## src/rtl/seed_a_storage_sched.sv

```systemverilog
// seed_a_storage_sched
//   Shares the 128-bit seed_A storage between one writer (SHAKE squeeze or
//   pk unpacker) and two readers (matrix-A generator, pk packer). Arbitrates
//   requests, issues the direction command to the storage, routes the 64-bit
//   word stream of the granted requester and tracks whether a complete seed
//   is held.
//
//   Ports
//     clk, rst                  clock, asynchronous active-low reset
//     wr_*                      writer request/grant and word stream into storage
//     rd0_*, rd1_*              reader request/grant and word streams out of storage
//     st_cmd*                   direction command to storage (1 = store in, 0 = read out)
//     st_in*                    word stream towards the storage
//     st_out*                   word stream from the storage
//     seedValid                 storage holds a completely written seed
//     busy                      scheduler is not idle
//     err                       sticky: storage last flag disagreed with the word count
//
//   state | meaning
//   IDLE  | no owner; arbitrate wr > readers (readers only with a valid seed)
//   CMD   | owner latched; direction command offered to the storage
//   XFER  | words pass combinationally between owner and storage

module seed_a_storage_sched #(
    parameter int WORDS = 2
) (
    input  logic        clk,
    input  logic        rst,

    input  logic        wr_req,
    output logic        wr_gnt,
    input  logic [63:0] wr_data,
    input  logic        wr_isReady,
    output logic        wr_canReceive,
    output logic        wr_isLast,

    input  logic        rd0_req,
    output logic        rd0_gnt,
    output logic [63:0] rd0_data,
    output logic        rd0_isReady,
    input  logic        rd0_canReceive,
    output logic        rd0_isLast,

    input  logic        rd1_req,
    output logic        rd1_gnt,
    output logic [63:0] rd1_data,
    output logic        rd1_isReady,
    input  logic        rd1_canReceive,
    output logic        rd1_isLast,

    output logic        st_cmd,
    output logic        st_cmd_isReady,
    input  logic        st_cmd_canReceive,

    output logic [63:0] st_in,
    output logic        st_in_isReady,
    input  logic        st_in_canReceive,
    input  logic        st_in_isLast,

    input  logic [63:0] st_out,
    input  logic        st_out_isReady,
    output logic        st_out_canReceive,
    input  logic        st_out_isLast,

    output logic        seedValid,
    output logic        busy,
    output logic        err
);

    localparam int CW = (WORDS > 1) ? $clog2(WORDS) : 1;
    localparam logic [CW-1:0] LAST_CNT = CW'(WORDS - 1);

    typedef enum logic [1:0] {S_IDLE, S_CMD, S_XFER} state_t;
    typedef enum logic [1:0] {OWN_WR, OWN_RD0, OWN_RD1} owner_t;

    state_t         state_q, state_d;
    owner_t         owner_q, owner_d;
    logic [CW-1:0]  cnt_q, cnt_d;
    logic           seed_valid_q, seed_valid_d;
    logic           err_q, err_d;
    // 1 = rd1 was served last, so rd0 wins the next tie (reset value)
    logic           last_rd1_q, last_rd1_d;

    logic           in_xfer;
    logic           own_wr, own_rd0, own_rd1;
    logic           cnt_last;
    logic           rd_take;
    logic           xfer_hs;
    logic           st_last_flag;

    assign in_xfer      = (state_q == S_XFER);
    assign own_wr       = (owner_q == OWN_WR);
    assign own_rd0      = (owner_q == OWN_RD0);
    assign own_rd1      = (owner_q == OWN_RD1);
    assign cnt_last     = (cnt_q == LAST_CNT);
    assign rd_take      = (own_rd0 & rd0_canReceive) | (own_rd1 & rd1_canReceive);
    assign xfer_hs      = in_xfer & (own_wr ? (wr_isReady & st_in_canReceive)
                                            : (st_out_isReady & rd_take));
    assign st_last_flag = own_wr ? st_in_isLast : st_out_isLast;

    // state register
    always_ff @(posedge clk or negedge rst) begin
        if (!rst) begin
            state_q      <= S_IDLE;
            owner_q      <= OWN_WR;
            cnt_q        <= '0;
            seed_valid_q <= 1'b0;
            err_q        <= 1'b0;
            last_rd1_q   <= 1'b1;
        end else begin
            state_q      <= state_d;
            owner_q      <= owner_d;
            cnt_q        <= cnt_d;
            seed_valid_q <= seed_valid_d;
            err_q        <= err_d;
            last_rd1_q   <= last_rd1_d;
        end
    end

    // next-state logic
    always_comb begin
        state_d      = state_q;
        owner_d      = owner_q;
        cnt_d        = cnt_q;
        seed_valid_d = seed_valid_q;
        err_d        = err_q;
        last_rd1_d   = last_rd1_q;
        case (state_q)
            S_IDLE: begin
                if (wr_req) begin
                    state_d      = S_CMD;
                    owner_d      = OWN_WR;
                    // contents become stale the moment a rewrite is granted
                    seed_valid_d = 1'b0;
                end else if (seed_valid_q && (rd0_req || rd1_req)) begin
                    state_d = S_CMD;
                    if (rd0_req && rd1_req)
                        owner_d = last_rd1_q ? OWN_RD0 : OWN_RD1;
                    else if (rd0_req)
                        owner_d = OWN_RD0;
                    else
                        owner_d = OWN_RD1;
                end
            end
            S_CMD: begin
                if (st_cmd_canReceive) begin
                    state_d = S_XFER;
                    cnt_d   = '0;
                end
            end
            S_XFER: begin
                if (xfer_hs) begin
                    cnt_d = cnt_q + CW'(1);
                    if (st_last_flag != cnt_last)
                        err_d = 1'b1;
                    if (cnt_last) begin
                        state_d = S_IDLE;
                        if (own_wr)
                            seed_valid_d = 1'b1;
                        else
                            last_rd1_d = own_rd1;
                    end
                end
            end
            default: state_d = S_IDLE;
        endcase
    end

    // outputs; data buses are plain pass-through, qualified only by isReady
    assign st_in     = wr_data;
    assign rd0_data  = st_out;
    assign rd1_data  = st_out;
    assign seedValid = seed_valid_q;
    assign err       = err_q;

    always_comb begin
        busy              = (state_q != S_IDLE);
        wr_gnt            = busy & own_wr;
        rd0_gnt           = busy & own_rd0;
        rd1_gnt           = busy & own_rd1;
        st_cmd_isReady    = (state_q == S_CMD);
        st_cmd            = (state_q == S_CMD) & own_wr;
        wr_canReceive     = 1'b0;
        wr_isLast         = 1'b0;
        st_in_isReady     = 1'b0;
        rd0_isReady       = 1'b0;
        rd0_isLast        = 1'b0;
        rd1_isReady       = 1'b0;
        rd1_isLast        = 1'b0;
        st_out_canReceive = 1'b0;
        if (in_xfer) begin
            case (owner_q)
                OWN_WR: begin
                    st_in_isReady = wr_isReady;
                    wr_canReceive = st_in_canReceive;
                    wr_isLast     = cnt_last;
                end
                OWN_RD0: begin
                    rd0_isReady       = st_out_isReady;
                    st_out_canReceive = rd0_canReceive;
                    rd0_isLast        = cnt_last;
                end
                OWN_RD1: begin
                    rd1_isReady       = st_out_isReady;
                    st_out_canReceive = rd1_canReceive;
                    rd1_isLast        = cnt_last;
                end
                default: ;
            endcase
        end
    end

endmodule

```

## config.mk

```make
export PLATFORM = sky130hd
export DESIGN_NAME = seed_a_storage_sched
export DESIGN_NICKNAME = d
export VERILOG_FILES = /design/src/rtl/seed_a_storage_sched.sv
export SDC_FILE = /design/constraint.sdc
export NUM_CORES = 1
export LEC_CHECK = 0
export ABC_CLOCK_PERIOD_IN_PS = 2000
export CAP_MARGIN = 20
export CORE_AREA = 2 2 136 138
export CTS_CLUSTER_DIAMETER = 60
export DETAILED_ROUTE_END_ITERATION = 12
export DIE_AREA = 0 0 138 140
export HOLD_SLACK_MARGIN = 0.06
export PLACE_DENSITY = 0.55
export SYNTH_ARGS = -nofsm -noshare
export SYNTH_HDL_FRONTEND = slang
export SYNTH_SLANG_ARGS = --single-unit
```

## constraint.sdc

```tcl
create_clock -name clk -period 2 [get_ports clk]
set_input_delay 0.2 -clock clk [delete_from_list [all_inputs] [get_ports clk]]
set_output_delay 0.2 -clock clk [all_outputs]
set_load 0.02 [all_outputs]
```

* Yosys cells after proc, flatten, opt, wreduce, memory -nomap -nowiden
Cells that the tools add are included.
** Word-level totals
- Word-level logic and storage cells :: 81
- Output and inout bits :: 208
- Bits of input ports :: 141
- Bits in registers :: 8
** Cells by class
- Bitwise operators :: 11
- Eq/ne operators :: 11
- Muxes and demuxes :: 37
- Reductions and logical operators :: 15
- Add/subtract/negate cells :: 1
** Operators with widths (count)
- two-way mux 1 bit :: 23
- two-way mux 2 bit :: 10
- bitwise AND 1 bit :: 9
- AND reduction 4 bit :: 2
- nonzero test 2 bit :: 4
- != test 2 x 1 -> 1 bit (second input constant) :: 3
- one-hot mux 1 bit (2 select lines) :: 3
- one-hot mux 2 bit (3 select lines) :: 1
- AND reduction 3 bit :: 2
- AND reduction 5 bit :: 1
- == test 2 x 1 -> 1 bit (second input constant) :: 2
- == test 2 bit (second input constant) :: 2
- logical NOT 2 bit :: 2
- != test 2 bit (second input constant) :: 2
- != test 3 bit (second input constant) :: 1
- logical AND 1 bit :: 2
- AND reduction 2 bit :: 1
- adder 1 bit (second input constant) :: 1
- logical OR 1 bit :: 1
- != test 1 bit :: 1
- NOT 1 bit :: 1
- OR 1 bit :: 1

* Depth between registers and ports, before layout
- Word-level depth :: 8
- Depth in mapped cells :: 6

* Worst setup path after synthesis
No wires, ideal clock.
- Path kind :: reg-to-reg
- Start :: reg owner_q[0]
- End :: reg cnt_q, in the netlist cnt_last
- Data arrival time :: 1.319 ns
- Clock period less this slack :: 1.419 ns
- Setup slack :: 0.581 ns
- Stages on the path, launching flop included :: 6
- Setup time :: 0.099 ns
- Cell sequence :: dfrtp_1 inv_1 ha_1 a22o_1 a21bo_2 a311oi_1
** On the way
- Word-level cells in the longest chain between the ends :: 8
- Elaborated cells on any way between the ends :: 11
** Ends and longest elaborated chain
- from (decl) :: line 77 : owner_t owner_q, owner_d;
- from (signal assigned) :: line 112 : owner_q <= owner_d;
- == test 2 bit :: line 94 : assign own_rd1 = (owner_q == OWN_RD1);
- named net own_rd1 :: line 85 : logic own_wr, own_rd0, own_rd1;
- bitwise AND 1 bit :: line 96 : assign rd_take = (own_rd0 & rd0_canReceive) | (own_rd1 & rd1_canReceive);
- OR 1 bit :: line 96
- bitwise AND 1 bit :: line 98 : : (st_out_isReady & rd_take));
- two-way mux 1 bit :: line 97 : assign xfer_hs = in_xfer & (own_wr ? (wr_isReady & st_in_canReceive)
- bitwise AND 1 bit :: line 97
- != test 2 x 1 -> 1 bit (no source line)
- AND reduction 3 bit (no source line)
- to (signal assigned) :: line 113 : cnt_q <= cnt_d;
- to (decl) :: line 78 : logic [CW-1:0] cnt_q, cnt_d;
The timed path passes the listed nets, and every way through them passes these cells.
A chain may end at the register's enable or synchronous reset.

* Final worst setup path
- Start :: reg state_q[0]
- End :: out rd0_isReady
** On the way
- Word-level cells in the longest chain between the ends :: 2
** Ends and longest elaborated chain
- from (decl) :: line 76 : state_t state_q, state_d;
- from (signal assigned) :: line 111 : state_q <= state_d;
- == test 2 bit :: line 91 : assign in_xfer = (state_q == S_XFER);
- two-way mux 1 bit :: line 191 : if (in_xfer) begin
- to (decl) :: line 40 : output logic rd0_isReady,
No other way between the ends.

==> impl_metrics.py <==
metrics = {
    "setup_path": {
        "critical_path_peak_fanout": 8,
        "critical_path.reg2reg.startpoint": "owner_q[0]",
        "r2r_setup_slack_ps": 420,
        "worst_ep_required_time_ps": 1800,
        "critPathArrivalTime_ps": 1730,
        "end_kind": "output port",
        "startpoint_kind_of_the_worst_setup_timing_path": "register",
        "crit_type": "reg2out",
        "critical_path.reg2reg.endpoint": "cnt_last",
        "r2r.worst_path.cells": 7,
    },
    "logic_synthesis": {
        "mappedNetlistNets": 397,
        "synth.ff_latch_count": 8,
        "synth_seq_area_share": 0.100,
        "async_flop_share": 1.00,
        "ys_warn_count": 0,
        "post_synth.cell_area_avg_um2": 7.92,
        "post_synth_top_flop": "dfrtp_1",
        "synth_edf_count": 0,
        "synth.cell_area_mm2": 0.00200,
        "postSynthCellCount": 253,
        "synthDistinctLibCells": 33,
    },
    "placed_design": {
        "dpl.hpwl_um": 4510,
        "post-place-cells": 322,
        "global_placement_routability_congestion": 0.623,
        "dp_slack_ps": 138,
        "port_buffers": 28,
    },
    "route": {
        "dr_wl_cell_um": 16.1,
        "post_drt_via_cell_ratio": 2.51,
        "total_iterations_of_the_first_detailed_routing_run": 5,
        "drt_first_iter_violations": 28,
        "route.vias.total": 817,
        "postRouteAntennaNets": 0,
        "post-route-drc-count": 0,
        "detail_route.wirelength_um": 5260,
    },
    "pwr": {
        "powerDensity_mw_per_mm2": 1100,
        "cellInternalPower_uw": 811,
        "vdd_drop_max_mv": 0.346,
        "p_switching_uw": 556,
        "pwr-share-clk": 0.257,
        "combinationalPowerShare": 0.543,
        "power.switching_fraction": 0.406,
        "static_leakage_nw": 0.541,
        "seq_power_share": 0.200,
    },
    "global_routing": {
        "largest_net_degree_at_the_start_of_global_routing": 9,
        "global_route_usage_over_all_layers": 0.0520,
        "antenna_found_initial": 0,
        "global_route_wire_length_before_repair_um": 6930,
        "grt_remaining_overflow": 0,
        "first_global_vias": 942,
    },
    "min_path": {
        "worst_hold_path_type": "in2async",
    },
    "clock_tree": {
        "tritoncts": "yes",
        "numCtsBuffers": 3,
        "clk_pin_slew_ps": 40,
        "clk_latency_worst_skew_pair_ps": 240,
        "hold_buffers": 0,
        "clock_tree.buffer_depth": 2,
        "cts_htree_levels": 1,
        "clk_root_buffer_cell": "clkbuf_16",
        "cts.sinks": 8,
    },
    "cells_and_area": {
        "layout_commonest_cell": "clkdlybuf4s50_1",
        "n_antenna_cell": 0,
        "most-common-layout-cells": "clkdlybuf4s50_1, and3_1, dlygate4sd2_1",
        "final_cell_count_no_fill": 326,
        "utilization": 0.0697,
        "syn_to_final_growth_pct": -38.1,
        "post_route_cells_drive_above_1_share": 0.175,
        "fin_nets": 242,
    },
    "floorplanning": {
        "floorplan.rows": 49,
        "core_area_mm2": 0.0178,
        "dieHeight_um": 140,
        "dieWidth_um": 138,
        "die_area_mm2": 0.0193,
        "initial_core_utilization": 0.113,
        "top_level_ports": 349,
    },
    "timing": {
        "totalNegativeSetupSlack_ps": 0,
        "hold_slack_ps": 260,
        "worst_slew_pin_slew_ps": 411,
        "report.final.slew_viol_count": 0,
        "max_slew_margin": 0.725,
        "maxClockFrequency_ghz": 0.519,
        "setup_viol": 0,
        "timing.final.ws_setup_ps": 71.4,
        "min_period_ps": 1930,
        "final_min_period_over_clock_period": 0.964,
        "unrepaired_setup_endpoints_after_global_routing": "false",
        "fin_skew_ps": 5.07,
        "finalHoldViolCount": 0,
    },
    "outcome": {
        "run_status": "finished clean",
    },
    "flow_run": {
        "drv_cap": 0,
    },
}
## power by group through the flow
stage	Combinational (mW)	Sequential, mW	Clock, mW
finish	0.743	0.273	0.351
CTS	0.770	0.273	0.355
floorplan	0.940	0.285	0
global placement	0.786	0.268	0
detailed placement	0.786	0.275	0
global route	0.818	0.285	0.364
## per-stage QoR
stage               area (um^2)  total power, mW
global route               1240             1.47
CTS                        1230             1.40
global placement           1160             1.05
detailed placement         1160             1.06
finish                     1240             1.37
floorplan                  2000             1.23
## timing repair
item | CTS | global route
resized for setup | 8 | 4
endpoints found under the setup margin | 8 | 4
pin swaps | 0 | 0
setup buffers | 0 | 0
hold endpoints to repair | 0 | 0
## cells in the mapped netlist (2+ instances only)
library cell    n  area share
nand2_1         4      0.0075
dfrtp_1         7       0.087
buf_4         193        0.72
inv_1           5      0.0094
nor2b_1         4       0.012
and2_1          2      0.0062
ha_1            3       0.019
o21ai_0         2      0.0050
and3_1          8       0.025
o31ai_1         2      0.0075
## worst max-delay path by stage
stage / start / endpoint / slack [ps] / depth (start not counted)
floorplan: owner_q[0] / cnt_last / 580 / 5
global placement: rd0_canReceive / st_out_canReceive / 150 / 4
detailed placement: rd0_canReceive / st_out_canReceive / 140 / 4
CTS: owner_q[0] / rd1_gnt / 3 / 5
global route: state_q[0] / rd0_isReady / 10 / 4
finish: state_q[0] / rd0_isReady / 70 / 4
## sequential cells by signal, summed over array words and instances, names as in the netlist
signal and count:
last_rd1_q 1, owner_q 2, state_q 2, cnt_last 1, err 1, seedValid 1
## logic make-up after synthesis
| kind of cell | Yosys count | share of synthesized area |
|---|---|---|
| buffers and inverters | 200 | 0.737 |
| DFF | 8 | 0.101 |
| muxes | 2 | 0.0106 |
| AOI/OAI and AO/OA | 15 | 0.0574 |
| xor gates and xnor gates | 1 | 0.00437 |
| and+or+nand+nor | 24 | 0.0718 |
| adders and majority gates | 3 | 0.0187 |
## critical path, stage by stage (launching register included)
cell	delay (ps)
dfrtp_1	380
and2b_1	220
buf_4	140
and3_1	150
clkdlybuf4s50_1	600
## cell type report
type / instances / area (um^2)
Clock buffer: 4 / 78.8
Fill cell: 2099 / 16500
Inverter: 6 / 22.5
Multi-Input combinational cell: 45 / 327
Sequential cell: 8 / 203
Tap cell: 229 / 287
Timing Repair Buffer: 34 / 323
## layer usage
| metal | up-vias | track usage | share of wire |
|---|---|---|---|
| li1 | 289 | - | - |
| met1 | 308 | 0.0398 | 0.26 |
| met2 | 135 | 0.0703 | 0.40 |
| met3 | 85 | 0.0496 | 0.21 |
| met4 | 0 | 0.0607 | 0.13 |
| met5 | - | 0 | 0 |
(Power assumes the default switching activity.)
==> patch, RTL diff (config.mk and constraints unchanged) <==
`WORDS`: 2 -> 4.
--- a/src/rtl/seed_a_storage_sched.sv
+++ b/src/rtl/seed_a_storage_sched.sv
@@ -24,3 +24,3 @@
 module seed_a_storage_sched #(
-    parameter int WORDS = 2
+    parameter int WORDS = 4
 ) (
Behaviour: not the same (a bounded check fails within 4 cycles, from zero or initial values and one cycle with rst low).
==> patch against the original RTL <==
  * Critical endpoint is now rd0_gnt
  * Setup slack got worse by 28 ps
  * Final cell count increased by 1.8%
  * Area after synthesis is 5.6% higher
  * Routed wire length down 3.4%
  * Sequential cell count is 1 higher
  * Final area rose by 7.8%
  * Power grew 9.2%
==> patch: results <==
[drt]
wl_met1_um = 1250
routed_via_density = 2.67
routed_wl_um = 5080
wl_per_cell_um = 15.3
wl_met2_um = 2360
drt_iter0_drc = 40
wl_met3_um = 800
first_pass_iters = 4

[worst_setup_path]
regToRegEndpoint = last_rd1_q$_DFFE_PN1P_
crit_path_max_fanout = 9
critPathCapture = rd0_gnt
crit_start = state_q[1]$_DFFE_PN0P_
r2r_cells = 6
arrival_ps = 1760
r2r_slack_ps = 290
cp_slowest_cell = clkdlybuf4s50_1
cp_slowest_stage_delay_ps = 530

[synthesis]
syn_nets = 407
ys_seq_area_frac = 0.107
synth-main-ff-cell = dfrtp_1
synth_compound_area_frac = 0.0556
post_synth.cell_area_avg_um2 = 8.08
synth_xor_area_frac = 0.00414
synth_mux_area_frac = 0.0148
synth_area_leaders = buf_4, dfrtp_1, ha_1, and3_1, and2b_2
synth_fa_ha_area_frac = 0.0236
synthTopCellsByCount = buf_4, dfrtp_1, and3_1, inv_1
yosysUniqueCellTypes = 35

[finish]
drive_gt1_frac = 0.184
largest_registers = cnt_q (2), owner_q (2), state_q (2)
fill_cells = 2073
fin_nets = 249

[power]
power_switching_mw = 0.592
total_leakage_power_nw = 0.557
ir_drop_mv = 0.268

[grt]
use_met2 = 0.0789
grt_util_all_layers = 0.0498
grt_max_degree = 10
grt_pass1_vias = 1010
gr-usage-met1 = 0.0338
met3_usage = 0.0311
grt_pass1_wl_um = 6720
overflow = 0

[worst_hold_path]
hp-class = input pin to asynchronous set/reset pin

[placement]
dpl.hpwl_um = 4280
dp.cells = 328
io_buffers = 28
place_ws_ps = 127
place.gp.congestion = 0.764

[timing]
worstMarginPinSlew_ps = 482
period_share = 0.978
skew_ps = 0.453
worst_hold_slack_ps = 280

[outcome]
status = finished clean

[cts]
cts_buffers = 3
clockBufferDepth = 2
cts.repair.resized = 12

[job]
drv_cap = 0
patch: changes by cell type after synthesis, moves of 2 or more:
cell / change
and2b_2: +4
inv_1: +2
nand3b_1: +3
nor2_1: +2
nor2b_1: -4
o2111ai_1: +2
o221ai_1: +2
o31ai_1: -2
patch: power groups by stage:
stage	Combinational [mW]	Clock (mW)	Sequential (mW)
3_5_place_dp	0.835	0	0.310
2_1_floorplan	1.04	0	0.304
4_1_cts	0.838	0.361	0.314
3_3_place_gp	0.823	0	0.304
5_1_grt	0.888	0.374	0.324
6_report	0.823	0.355	0.314
patch: through the flow:
stage                     instance area, µm²  power [mW]
after global placement                  1250        1.13
after detailed placement                1250        1.14
final                                   1340        1.49
after CTS                               1330        1.51
after floorplan                         2120        1.34
after global routing                    1340        1.59
patch: area by class of cell:
cell class	instances	area (µm²)	area share
Tap cell	229	287	0.214
Clock buffer	4	78.8	0.0590
Sequential cell	9	228	0.170
Multi-Input combinational cell	52	417	0.312
Timing Repair Buffer	31	300	0.225
Inverter	7	26.3	0.0197
